`config.mk`:
```
export PLATFORM = sky130hd
export DESIGN_NAME = moore_seq_generator
export DESIGN_NICKNAME = d
export VERILOG_FILES = /design/src/rtl/moore_seq_generator.sv
export SDC_FILE = /design/constraint.sdc
export NUM_CORES = 1
export LEC_CHECK = 0
export BUFFER_PORTS_ARGS = -buffer_cell sky130_fd_sc_hd__buf_2
export CORE_UTILIZATION = 51
export DETAILED_ROUTE_END_ITERATION = 16
export MAX_ROUTING_LAYER = met4
export PLACE_DENSITY = 0.79
export REMOVE_ABC_BUFFERS = 1
export SYNTH_ARGS = -nofsm -noshare
export SYNTH_HDL_FRONTEND = slang
export SYNTH_SLANG_ARGS = --single-unit
export TNS_END_PERCENT = 10
```
`constraint.sdc`:
```
create_clock -name clk -period 2.2 [get_ports clk]
set_input_delay 0.22 -clock clk [delete_from_list [all_inputs] [get_ports clk]]
set_output_delay 0.22 -clock clk [all_outputs]
set_load 0.02 [all_outputs]
```
`src/rtl/moore_seq_generator.sv`:
```
// moore_seq_generator: Moore-style bit-serial pattern generator.
// Captures a PAT_W-bit pattern and a repeat count on start, then shifts the
// pattern out MSB-first for the requested number of repetitions. An optional
// idle gap of GAP_CYC cycles separates repetitions.
// Optional feature macro: SEQ_GEN_PARITY_EN -- when defined, every repetition
// is followed by one even-parity bit (XOR of the captured pattern).
//
// Output timing: d_out/d_valid/busy/done are registers loaded from the next
// state, so they reflect the state the machine is in during that cycle and
// there is no combinational path from any input to any output.
// dbg_state exposes the state register for observation.
module moore_seq_generator #(
  parameter int   PAT_W    = 4,
  parameter int   CNT_W    = 4,
  parameter int   GAP_CYC  = 0,
  parameter logic IDLE_BIT = 1'b1
) (
  input  logic             clk,
  input  logic             rst,
  input  logic             start,
  input  logic [PAT_W-1:0] pattern,
  input  logic [CNT_W-1:0] repeat_cnt,
  output logic             d_out,
  output logic             d_valid,
  output logic             busy,
  output logic             done,
  output logic [2:0]       dbg_state
);

  localparam int IW = (PAT_W > 2) ? $clog2(PAT_W) : 1;
  // Gap counter holds GAP_CYC-1 down to 0.
  localparam int GW = (GAP_CYC > 1) ? $clog2(GAP_CYC) : 1;

  typedef enum logic [2:0] {
    S_IDLE   = 3'd0,
    S_SHIFT  = 3'd1,
    S_GAP    = 3'd2,
`ifdef SEQ_GEN_PARITY_EN
    S_PARITY = 3'd4,
`endif
    S_DONE   = 3'd3
  } state_t;

  state_t           state_q, state_d;
  logic [PAT_W-1:0] pat_q, pat_d;
  logic [CNT_W-1:0] reps_q, reps_d;
  logic [IW-1:0]    idx_q, idx_d;
  logic [GW-1:0]    gap_q, gap_d;
  logic             rep_end;

  logic d_out_q, d_out_d;
  logic d_valid_q, d_valid_d;
  logic busy_q, busy_d;
  logic done_q, done_d;

  // Next-state, datapath and next-output decode.
  always_comb begin
    state_d = state_q;
    pat_d   = pat_q;
    reps_d  = reps_q;
    idx_d   = idx_q;
    gap_d   = gap_q;
    rep_end = 1'b0;

    case (state_q)
      S_IDLE: begin
        // A zero repeat count is a no-op request.
        if (start && (repeat_cnt != '0)) begin
          pat_d   = pattern;
          reps_d  = repeat_cnt;
          idx_d   = IW'(PAT_W - 1);
          state_d = S_SHIFT;
        end
      end
      S_SHIFT: begin
        if (idx_q != '0) begin
          idx_d = idx_q - 1'b1;
        end else begin
`ifdef SEQ_GEN_PARITY_EN
          state_d = S_PARITY;
`else
          rep_end = 1'b1;
`endif
        end
      end
`ifdef SEQ_GEN_PARITY_EN
      S_PARITY: rep_end = 1'b1;
`endif
      S_GAP: begin
        if (gap_q == '0) state_d = S_SHIFT;
        else             gap_d   = gap_q - 1'b1;
      end
      S_DONE:  state_d = S_IDLE;
      default: state_d = S_IDLE;
    endcase

    // End of one repetition: either start the next one or finish. reps is
    // left at 1 on the final repetition so it never wraps.
    if (rep_end) begin
      if (reps_q > CNT_W'(1)) begin
        reps_d = reps_q - 1'b1;
        idx_d  = IW'(PAT_W - 1);
        if (GAP_CYC > 0) begin
          state_d = S_GAP;
          gap_d   = GW'(GAP_CYC - 1);
        end else begin
          state_d = S_SHIFT;
        end
      end else begin
        state_d = S_DONE;
      end
    end

    // Outputs for the cycle the machine is about to enter.
    d_out_d   = IDLE_BIT;
    d_valid_d = 1'b0;
    busy_d    = 1'b0;
    done_d    = 1'b0;
    case (state_d)
      S_SHIFT: begin
        d_out_d   = pat_d[idx_d];
        d_valid_d = 1'b1;
        busy_d    = 1'b1;
      end
`ifdef SEQ_GEN_PARITY_EN
      S_PARITY: begin
        d_out_d   = ^pat_d;
        d_valid_d = 1'b1;
        busy_d    = 1'b1;
      end
`endif
      S_GAP:   busy_d = 1'b1;
      S_DONE:  done_d = 1'b1;
      default: ;
    endcase
  end

  // State, datapath and output registers with synchronous reset.
  always_ff @(posedge clk) begin
    if (rst) begin
      state_q   <= S_IDLE;
      pat_q     <= '0;
      reps_q    <= '0;
      idx_q     <= '0;
      gap_q     <= '0;
      d_out_q   <= IDLE_BIT;
      d_valid_q <= 1'b0;
      busy_q    <= 1'b0;
      done_q    <= 1'b0;
    end else begin
      state_q   <= state_d;
      pat_q     <= pat_d;
      reps_q    <= reps_d;
      idx_q     <= idx_d;
      gap_q     <= gap_d;
      d_out_q   <= d_out_d;
      d_valid_q <= d_valid_d;
      busy_q    <= busy_d;
      done_q    <= done_d;
    end
  end

  assign d_out     = d_out_q;
  assign d_valid   = d_valid_q;
  assign busy      = busy_q;
  assign done      = done_q;
  assign dbg_state = state_q;

endmodule
```
---- Word level (Yosys, flattened, before mapping) ----
Cells that the tools add are included.
operators by class
  shift operators ......................... 0
  $lt $le $gt $ge ......................... 2
  $add $sub $neg .......................... 3
  $mul .................................... 0
  bitwise gates (word level) .............. 1
  eq/ne operators ......................... 5
  mux-type cells .......................... 24
  divide/modulo/power cells ............... 0
  reductions and logical operators ........ 6
operators by type and width
  kind                                                        number
  2-to-1 mux 4 bit                                            6
  2-to-1 mux 2 bit                                            5
  equality test 3 x 2 -> 1 bit, second input constant         3
  2-to-1 mux 3 bit                                            3
  case mux 3 bit (3 select lines)                             1
  2-to-1 mux 1 bit                                            7
  equality test 3 x 1 -> 1 bit, second input constant         2
  > comparator 4 x 1 -> 1 bit, second input constant          1
  case mux 2 bit (2 select lines)                             1
  nonzero test 4 bit                                          1
  OR reduction 2 bit                                          2
  subtractor 4 x 1 -> 4 bit, second input constant            1
  zero test 3 bit                                             1
  less-than comparator 2 x 3 -> 1 bit, second input constant  1
  binary-select mux 1 bit (select 2 bit)                      1
  nonzero test 2 bit                                          1
  subtractor 2 x 1 -> 2 bit, second input constant            1
  logical AND 1 bit                                           1
  NOT 1 bit                                                   1
  subtractor 1 bit, second input constant                     1
storage, ports and cells
  register bits after elaboration ......... 18
  word-level logic and storage cells ...... 50
  RAM bits ................................ 0
  latch bits .............................. 0
  memories ................................ 0
  ROM bits ................................ 0

---- Longest topological paths before layout ----
Gate-level depths: netlist of run 1.
  depth after elaboration ................. 8
  mapped depth ............................ 8
  mapped depth without buffers ............ 7

---- Worst setup path after synthesis of run 1 ----
OpenSTA, ideal clock, no wires.
  path kind ............................... flip-flop to flip-flop
  start ................................... register state_q[0], in the netlist dbg_state[0]
  end ..................................... register d_out_q, in the netlist d_out
  required time ........................... 2066 ps
  arrival ................................. 1550 ps
  setup time .............................. 134 ps
  buffers on the path ..................... 1
  path slack .............................. 516 ps
  cell stages (with the launch flop) ...... 7
  cell sequence ........................... dfxtp_1 -> nor4b_4 -> o311a_1 -> buf_6 -> nor2_1 -> o311ai_0 -> o221ai_2
between the ends
  word-level cells in the longest chain between the ends .. 6
  elaborated cells between the ends (all ways) .. 17
  classes of those cells .................. eq/ne: 3; mux: 11; bitwise: 1; reduce/logical: 2
RTL lines
  element                                                                       line     RTL
  start, declared                                                               44       state_t state_q, state_d;
  start signal, assigned                                                        151      state_q <= state_d;
  equality test 3 x 1 -> 1 bit (tied with other cells)                          65       case (state_q)
  case mux 2 bit (2 select lines) (tied with other cells)                       65
  2-to-1 mux 2 bit or 2-to-1 mux 3 bit (tied branches)                          100, 99
  2-to-1 mux 2 bit or equality test 3 x 1 -> 1 bit (tied branches)              99, 119
  binary-select mux 1 bit (select 2 bit) or NOT 1 bit (tied branches)           --
  2-to-1 mux 1 bit (not written as such) or OR reduction 2 bit (tied branches)  --
  end signal, assigned                                                          156      d_out_q <= d_out_d;
  end, declared                                                                 51       logic d_out_q, d_out_d;
Parallel ways exist; a longest one is shown, timed or not. The select of a mux whose other input is x is not followed.
A chain may end at the register's enable or synchronous reset.

---- Worst setup path in the final report of run 1 ----
  start ................................... register reps_q[0]
  end ..................................... register d_out_q, in the netlist d_out
between the ends
  word-level cells in the longest chain between the ends .. 6
  elaborated cells between the ends (all ways) .. 10
  classes of those cells .................. order compare: 1; eq/ne: 1; mux: 6; bitwise: 1; reduce/logical: 1
RTL lines
  element                              line  RTL
  start, declared                      46    logic [CNT_W-1:0] reps_q, reps_d;
  start signal, assigned               153   reps_q <= reps_d;
  > comparator 4 x 1 -> 1 bit *        100   if (reps_q > CNT_W'(1)) begin
  2-to-1 mux 2 bit                     100
  2-to-1 mux 3 bit                     99    if (rep_end) begin
  equality test 3 x 1 -> 1 bit         119   case (state_d)
  NOT 1 bit (no source line)           --
  OR reduction 2 bit (no source line)  --
Mark *: on every way between the ends. The rest lies on a longest branch, timed or not. The select of a mux whose other input is x is not followed.

==> flow_metrics.env, run 1 <==
export IMPL_status="finished clean"
export IMPL_reg2regPathDepth=7
export IMPL_via_per_inst=5.57
export IMPL_ys_flop_type="dfxtp_1"
export IMPL_clock_sinks=17
export IMPL_synth_area_um2=843
export IMPL_clock_latency_ps=290
export IMPL_wl_met1_um=819
export IMPL_root_buffer="clkbuf_4"
export IMPL_crit_buf_inv=1
export IMPL_hp_class="in2reg"
export IMPL_synth_xor_area_share_pct=1.04
export IMPL_synth_area_mux_share_pct=0
export IMPL_ir_drop_mv=0.541
export IMPL_drt_pre_antenna_iters=4
export IMPL_seqPwrFrac_pct=55.2
export IMPL_grt_overflow=0
export IMPL_mostFrequentLayoutCells="dfxtp_1, buf_2, nand2_1, a21oi_1, nor2_1"
export IMPL_drive_above_1_share_pct=26.5
export IMPL_ys_ff_latch=17
export IMPL_synth_edf_count=0
export IMPL_grt_pass1_vias=668
export IMPL_gp_congestion=0.906
export IMPL_die_x_um=42.7
export IMPL_drcViolationCount=0
export IMPL_netSwitchingPower_w=0.000182
export IMPL_cts_setup_buffers=0
export IMPL_start_kind="flip-flop"
export IMPL_pwr_share_comb_pct=19.2
export IMPL_routed_top_layer="met3"
export IMPL_rows=14
export IMPL_rsz0062_at_grt="false"
export IMPL_r2r_start="reps_q[0]$_SDFF_PP0_"
export IMPL_cpMostUsedCell="nor2_1"
export IMPL_p_leak_nw=0.390
export IMPL_diodes=0
export IMPL_end_kind="flip-flop"
export IMPL_grt_max_degree=16
export IMPL_synthArstFlopShare_pct=0
export IMPL_period_share_pct=80.0
export IMPL_hold_viol=0
export IMPL_fin_util_pct=63.8
export IMPL_dp_cells=125
export IMPL_final_nets=127
export IMPL_synthSimpleGateAreaFrac_pct=24.0
export IMPL_fin_cells=129
export IMPL_clock_path_buffers=2
export IMPL_pre_cts_slack_ps=478
export IMPL_final_area_um2=972
export IMPL_ff2ff_setup_slack_ps=440
export IMPL_timing_fmax_ghz=0.568
export IMPL_power_density_nw_per_um2=643
export IMPL_setup_ws_ps=439
export IMPL_cp_arrival_ps=1980
export IMPL_reg2reg_to="d_out$_SDFF_PP1_"
export IMPL_ys_seq_area_share_pct=40.4
export IMPL_hold_end="pat_q[0]$_SDFF_PP0_"
export IMPL_dieArea_um2=1820
export IMPL_grt_use_total_pct=22.1
export IMPL_postCtsHoldBufs=0
export IMPL_antenna_found_initial=0
export IMPL_p_sw_share_pct=29.2
export IMPL_post_dp_cell_area_um2=945
export IMPL_synth_compound_area_share_pct=26.3
export IMPL_dr_wl_met3_um=71
export IMPL_critPathKind="reg2reg"
export IMPL_min_period_ps=1760
export IMPL_chipHeight_um=42.7
export IMPL_cts_tree="yes"
export IMPL_grt_pass1_wl_um=2930
export IMPL_wl_met2_um=859
export IMPL_clk_pin_slew_ps=100
export IMPL_syn_to_final_growth_pct=15.3
export IMPL_nFillCells=140
export IMPL_yosys_area_share_adder_pct=2.97
export IMPL_max_stage_delay_ps=360
export IMPL_coreArea_um2=1520
export IMPL_synth_top_family_by_area="compound AO/OA/AOI/OAI gates"
export IMPL_setup_viol=0
export IMPL_drt_wl_total_um=1750
export IMPL_start_util_pct=55.3
export IMPL_dp_hpwl_um=1330
export IMPL_htreeDepth=1
export IMPL_numCtsBuffers=3
export IMPL_vias=718
export IMPL_worstPathRequired_ps=2420
export IMPL_syn_area_per_cell_um2=9.17
export IMPL_finalMaxSlewViolations=0
export IMPL_finalClockSkew_ps=7.22
export IMPL_critPathTopFamily="compound AO/OA/AOI/OAI gates"
export IMPL_critPathSlowestCell="dfxtp_1"
export IMPL_post_cts_resize_count=0
export IMPL_crit_fanout=5
export IMPL_cp_cell_sequence="inv_1 > ha_1 > nor2_1 > o311a_1 > nor2_1 > o311ai_0 > o221ai_2"
export IMPL_portBuffers=17
export IMPL_ys_warn_count=0
export IMPL_cap_violations=0
export IMPL_wl_per_cell_um=13.6
export IMPL_ios=18
export IMPL_hold_path_startpoint="pattern[0]"
export IMPL_clkPwrFrac_pct=25.5
export IMPL_hold_depth=3
export IMPL_p_int_w=0.000443
export IMPL_first_iter_violations=12
export IMPL_tns_ps=0
export IMPL_ant_nets=0
export IMPL_synth_cell_types=33
export IMPL_synthCells=92
==> per-layer routing <==
layer | GRT usage, % | up-vias
met1 | 27.6 | 332
met3 | 7.66 | 0
li1 | - | 372
met2 | 34.2 | 14
met5 | - | -
met4 | 5.63 | 0
==> power groups by stage <==
stage,clock network [W],logic (W),registers (W)
finish,0.000160,0.000120,0.000345
global route,0.000182,0.000133,0.000348
CTS,0.000167,0.000121,0.000345
detailed placement,0,0.000120,0.000352
global placement,0,0.000117,0.000351
floorplan,0,0.0000711,0.000356
==> state kept, by name, summed over array words and instances (netlist names) <==
signal and cells:
d_out 1, pat_q 4, d_valid 1, dbg_state 3, done 1, busy 1
reps_q 4, idx_q 2
==> cells in the mapped netlist, types with 2 or more instances <==
cell	instances	area (µm²)
a211oi_1	2	15.0
a21oi_1	10	50.1
a22oi_1	2	15.0
buf_6	2	22.5
dfxtp_1	17	340
ha_1	2	25.0
inv_1	4	15.0
nand2_1	14	52.6
nor2_1	9	33.8
nor4_1	3	18.8
nor4b_4	2	47.6
o21ai_0	3	15.0
o21ai_1	2	10.0
==> how the worst max path moves through the flow <==
stage	start	end	cells after the start
2_1_floorplan	dbg_state[0]$_SDFF_PP0_	d_out$_SDFF_PP1_	5
3_3_place_gp	dbg_state[2]$_SDFF_PP0_	d_out$_SDFF_PP1_	5
3_5_place_dp	reps_q[0]$_SDFF_PP0_	d_out$_SDFF_PP1_	7
4_1_cts	reps_q[0]$_SDFF_PP0_	d_out$_SDFF_PP1_	7
5_1_grt	reps_q[1]$_SDFF_PP0_	d_out$_SDFF_PP1_	7
6_report	reps_q[0]$_SDFF_PP0_	d_out$_SDFF_PP1_	7
==> worst reg2reg max path, cell delays in order (launching register included) <==
cell      delay [ps]
dfxtp_1          360
inv_1             90
ha_1             190
nor2_1            70
o311a_1          300
nor2_1           250
o311ai_0         230
o221ai_2         210
==> kinds of logic (layout without fill, tap and decap cells) <==
| kind of cell | after synthesis | in the layout |
|---|---|---|
| simple gates | 35 | 35 |
| compound gates | 29 | 29 |
| flops | 17 | 17 |
| buf+inv | 7 | 28 |
| fa+ha+maj | 2 | 2 |
| other cells | 1 | 1 |
| xor+xnor | 1 | 1 |
==> stage by stage <==
step	hold slack, ps	power, W
floorplan	289	0.000428
global placement	451	0.000468
detailed placement	458	0.000472
CTS	156	0.000632
global route	147	0.000663
finish	157	0.000625
==> layout make-up <==
type | instances | area, µm² | area share (%)
clock buffers | 3 | 22.5 | 2.32
clock inverters | 1 | 5.00 | 0.515
inverters | 4 | 15.0 | 1.54
multi-input cells | 68 | 462 | 47.5
flip-flops and latches | 17 | 340 | 35.0
well taps | 16 | 20.0 | 2.06
repair buffers | 20 | 108 | 11.1
Power figures use the tool's default switching activity.
==> run 2: changes to the inputs <==
==> constraint.sdc (replaced) <==
create_clock -name clk -period 1.65 [get_ports clk]
set_input_delay 0.165 -clock clk [delete_from_list [all_inputs] [get_ports clk]]
set_output_delay 0.165 -clock clk [all_outputs]
set_load 0.02 [all_outputs]
==> flow_metrics.env, run 2 (synthesis gave the netlist of run 1 again) <==
export IMPL_status="finished clean"
export IMPL_post_dp_cell_area_um2=997
export IMPL_grt_pass1_wl_um=3070
export IMPL_final_nets=135
export IMPL_die_x_um=42.7
export IMPL_clock_path_buffers=2
export IMPL_cts_setup_buffers=0
export IMPL_via_per_inst=5.74
export IMPL_use_met2_pct=34.2
export IMPL_hold_path_startpoint="pattern[2]"
export IMPL_wl_per_cell_um=13.5
export IMPL_rows=14
export IMPL_mostFrequentLayoutCells="buf_2, nand2_1, dfxtp_1, a21oi_1, nor2_1"
export IMPL_cap_violations=0
export IMPL_timing_fmax_ghz=0.621
export IMPL_final_area_um2=1060
export IMPL_ir_drop_mv=0.646
export IMPL_first_iter_violations=22
export IMPL_power_density_nw_per_um2=818
export IMPL_hold_depth=3
export IMPL_grt_use_total_pct=22.6
export IMPL_grt_max_degree=16
export IMPL_use_met1_pct=30.6
export IMPL_ff2ff_setup_slack_ps=40
export IMPL_coreArea_um2=1520
export IMPL_hold_end="pat_q[2]$_SDFF_PP0_"
export IMPL_rsz0062_at_grt="true"
export IMPL_drt_wl_total_um=1860
export IMPL_clock_sinks=17
export IMPL_antenna_found_initial=0
export IMPL_drcViolationCount=0
export IMPL_dp_hpwl_um=1340
export IMPL_end_kind="flip-flop"
export IMPL_hold_slack_ps=99.9
export IMPL_layout_commonest_cell="buf_2"
export IMPL_cp_arrival_ps=1790
export IMPL_start_util_pct=55.3
export IMPL_finalClockSkew_ps=2.13
export IMPL_fin_cells=137
export IMPL_p_leak_nw=0.436
export IMPL_hp_class="in2reg"
export IMPL_dieArea_um2=1820
export IMPL_busiest_layer="met2"
export IMPL_drt_pre_antenna_iters=4
export IMPL_finalMaxSlewViolations=0
export IMPL_critPathKind="reg2reg"
export IMPL_chipHeight_um=42.7
export IMPL_ant_nets=0
export IMPL_tns_ps=0
export IMPL_worstPathRequired_ps=1830
export IMPL_diodes=0
export IMPL_gp_congestion=0.856
export IMPL_setup_viol=0
export IMPL_portBuffers=17
export IMPL_htreeDepth=1
export IMPL_min_period_ps=1610
export IMPL_dp_cells=132
export IMPL_ios=18
export IMPL_start_kind="flip-flop"
export IMPL_syn_to_final_growth_pct=26.3
export IMPL_grt_util_met3_pct=2.55
export IMPL_grt_overflow=0
export IMPL_hold_viol=0
export IMPL_numCtsBuffers=3
export IMPL_reg2regPathDepth=8
export IMPL_clock_latency_ps=290
export IMPL_drive_above_1_share_pct=38.8
export IMPL_period_share_pct=97.6
export IMPL_postCtsHoldBufs=0
export IMPL_cts_tree="yes"
export IMPL_reg2reg_to="idx_q[0]$_SDFF_PP0_"
export IMPL_root_buffer="clkbuf_4"
export IMPL_total_power_w=0.000871
export IMPL_clk_pin_slew_ps=100
export IMPL_vias=787
export IMPL_crit_fanout=5
export IMPL_grt_pass1_vias=720
export IMPL_r2r_start="reps_q[0]$_SDFF_PP0_"
[run 2: changes by cell type in the layout (fill, tap and decap cells not counted), sizes merged]
cell  previous run  this run
buf             20        28
[run 2: per-layer routing]
layer	vias to the layer above	part of all wire (%)
li1	395	-
met5	-	0
met4	0	1.6
met3	5	3.9
met2	24	48
met1	363	46
[run 2: layout make-up]
type | instances | area (µm²)
Clock inverter | 1 | 5.00
Sequential cell | 17 | 350
Tap cell | 16 | 20.0
Inverter | 4 | 15.0
Clock buffer | 3 | 22.5
Timing Repair Buffer | 28 | 176
Fill cell | 136 | 459
Multi-Input combinational cell | 68 | 475
[run 2: timing repair]
action,4_1_cts,5_1_grt
cloned,0,1
endpoints found under the setup margin,1,5
pin swaps,1,4
gates resized for setup,4,12
[run 2: worst max-delay path: stages (launching register included)]
cell     delay (ps)
dfxtp_2         350
inv_1            80
ha_2            170
nor2_1           50
or3_1           360
buf_4           160
o21ai_0         140
a21o_1          130
a21oi_1          50
[run 2: per-stage QoR]
stage                     utilization, %  setup slack, ps
after CTS                           67.7             5.07
after global routing                69.9            -33.7
after global placement              65.4            -15.1
after detailed placement            65.4            -42.8
after floorplan                        -             -113
final                               69.9             39.2
[run 2: where the power goes]
group	internal, W	switching (W)	total (W)
clock network	0.0000902	0.000132	0.000222
registers	0.000433	0.0000246	0.000457
logic	0.0000866	0.000105	0.000191
total	0.000610	0.000262	0.000871
[run 2: worst max-delay path by stage]
stage                      endpoint               startpoint  slack (ps)
6_report        idx_q[0]$_SDFF_PP0_     reps_q[0]$_SDFF_PP0_          40
5_1_grt        reps_q[3]$_SDFF_PP0_  dbg_state[1]$_SDFF_PP0_         -30
4_1_cts        reps_q[3]$_SDFF_PP0_  dbg_state[2]$_SDFF_PP0_           5
3_3_place_gp       d_out$_SDFF_PP1_     reps_q[0]$_SDFF_PP0_         -20
3_5_place_dp       d_out$_SDFF_PP1_     reps_q[0]$_SDFF_PP0_         -40
2_1_floorplan      d_out$_SDFF_PP1_  dbg_state[0]$_SDFF_PP0_        -110
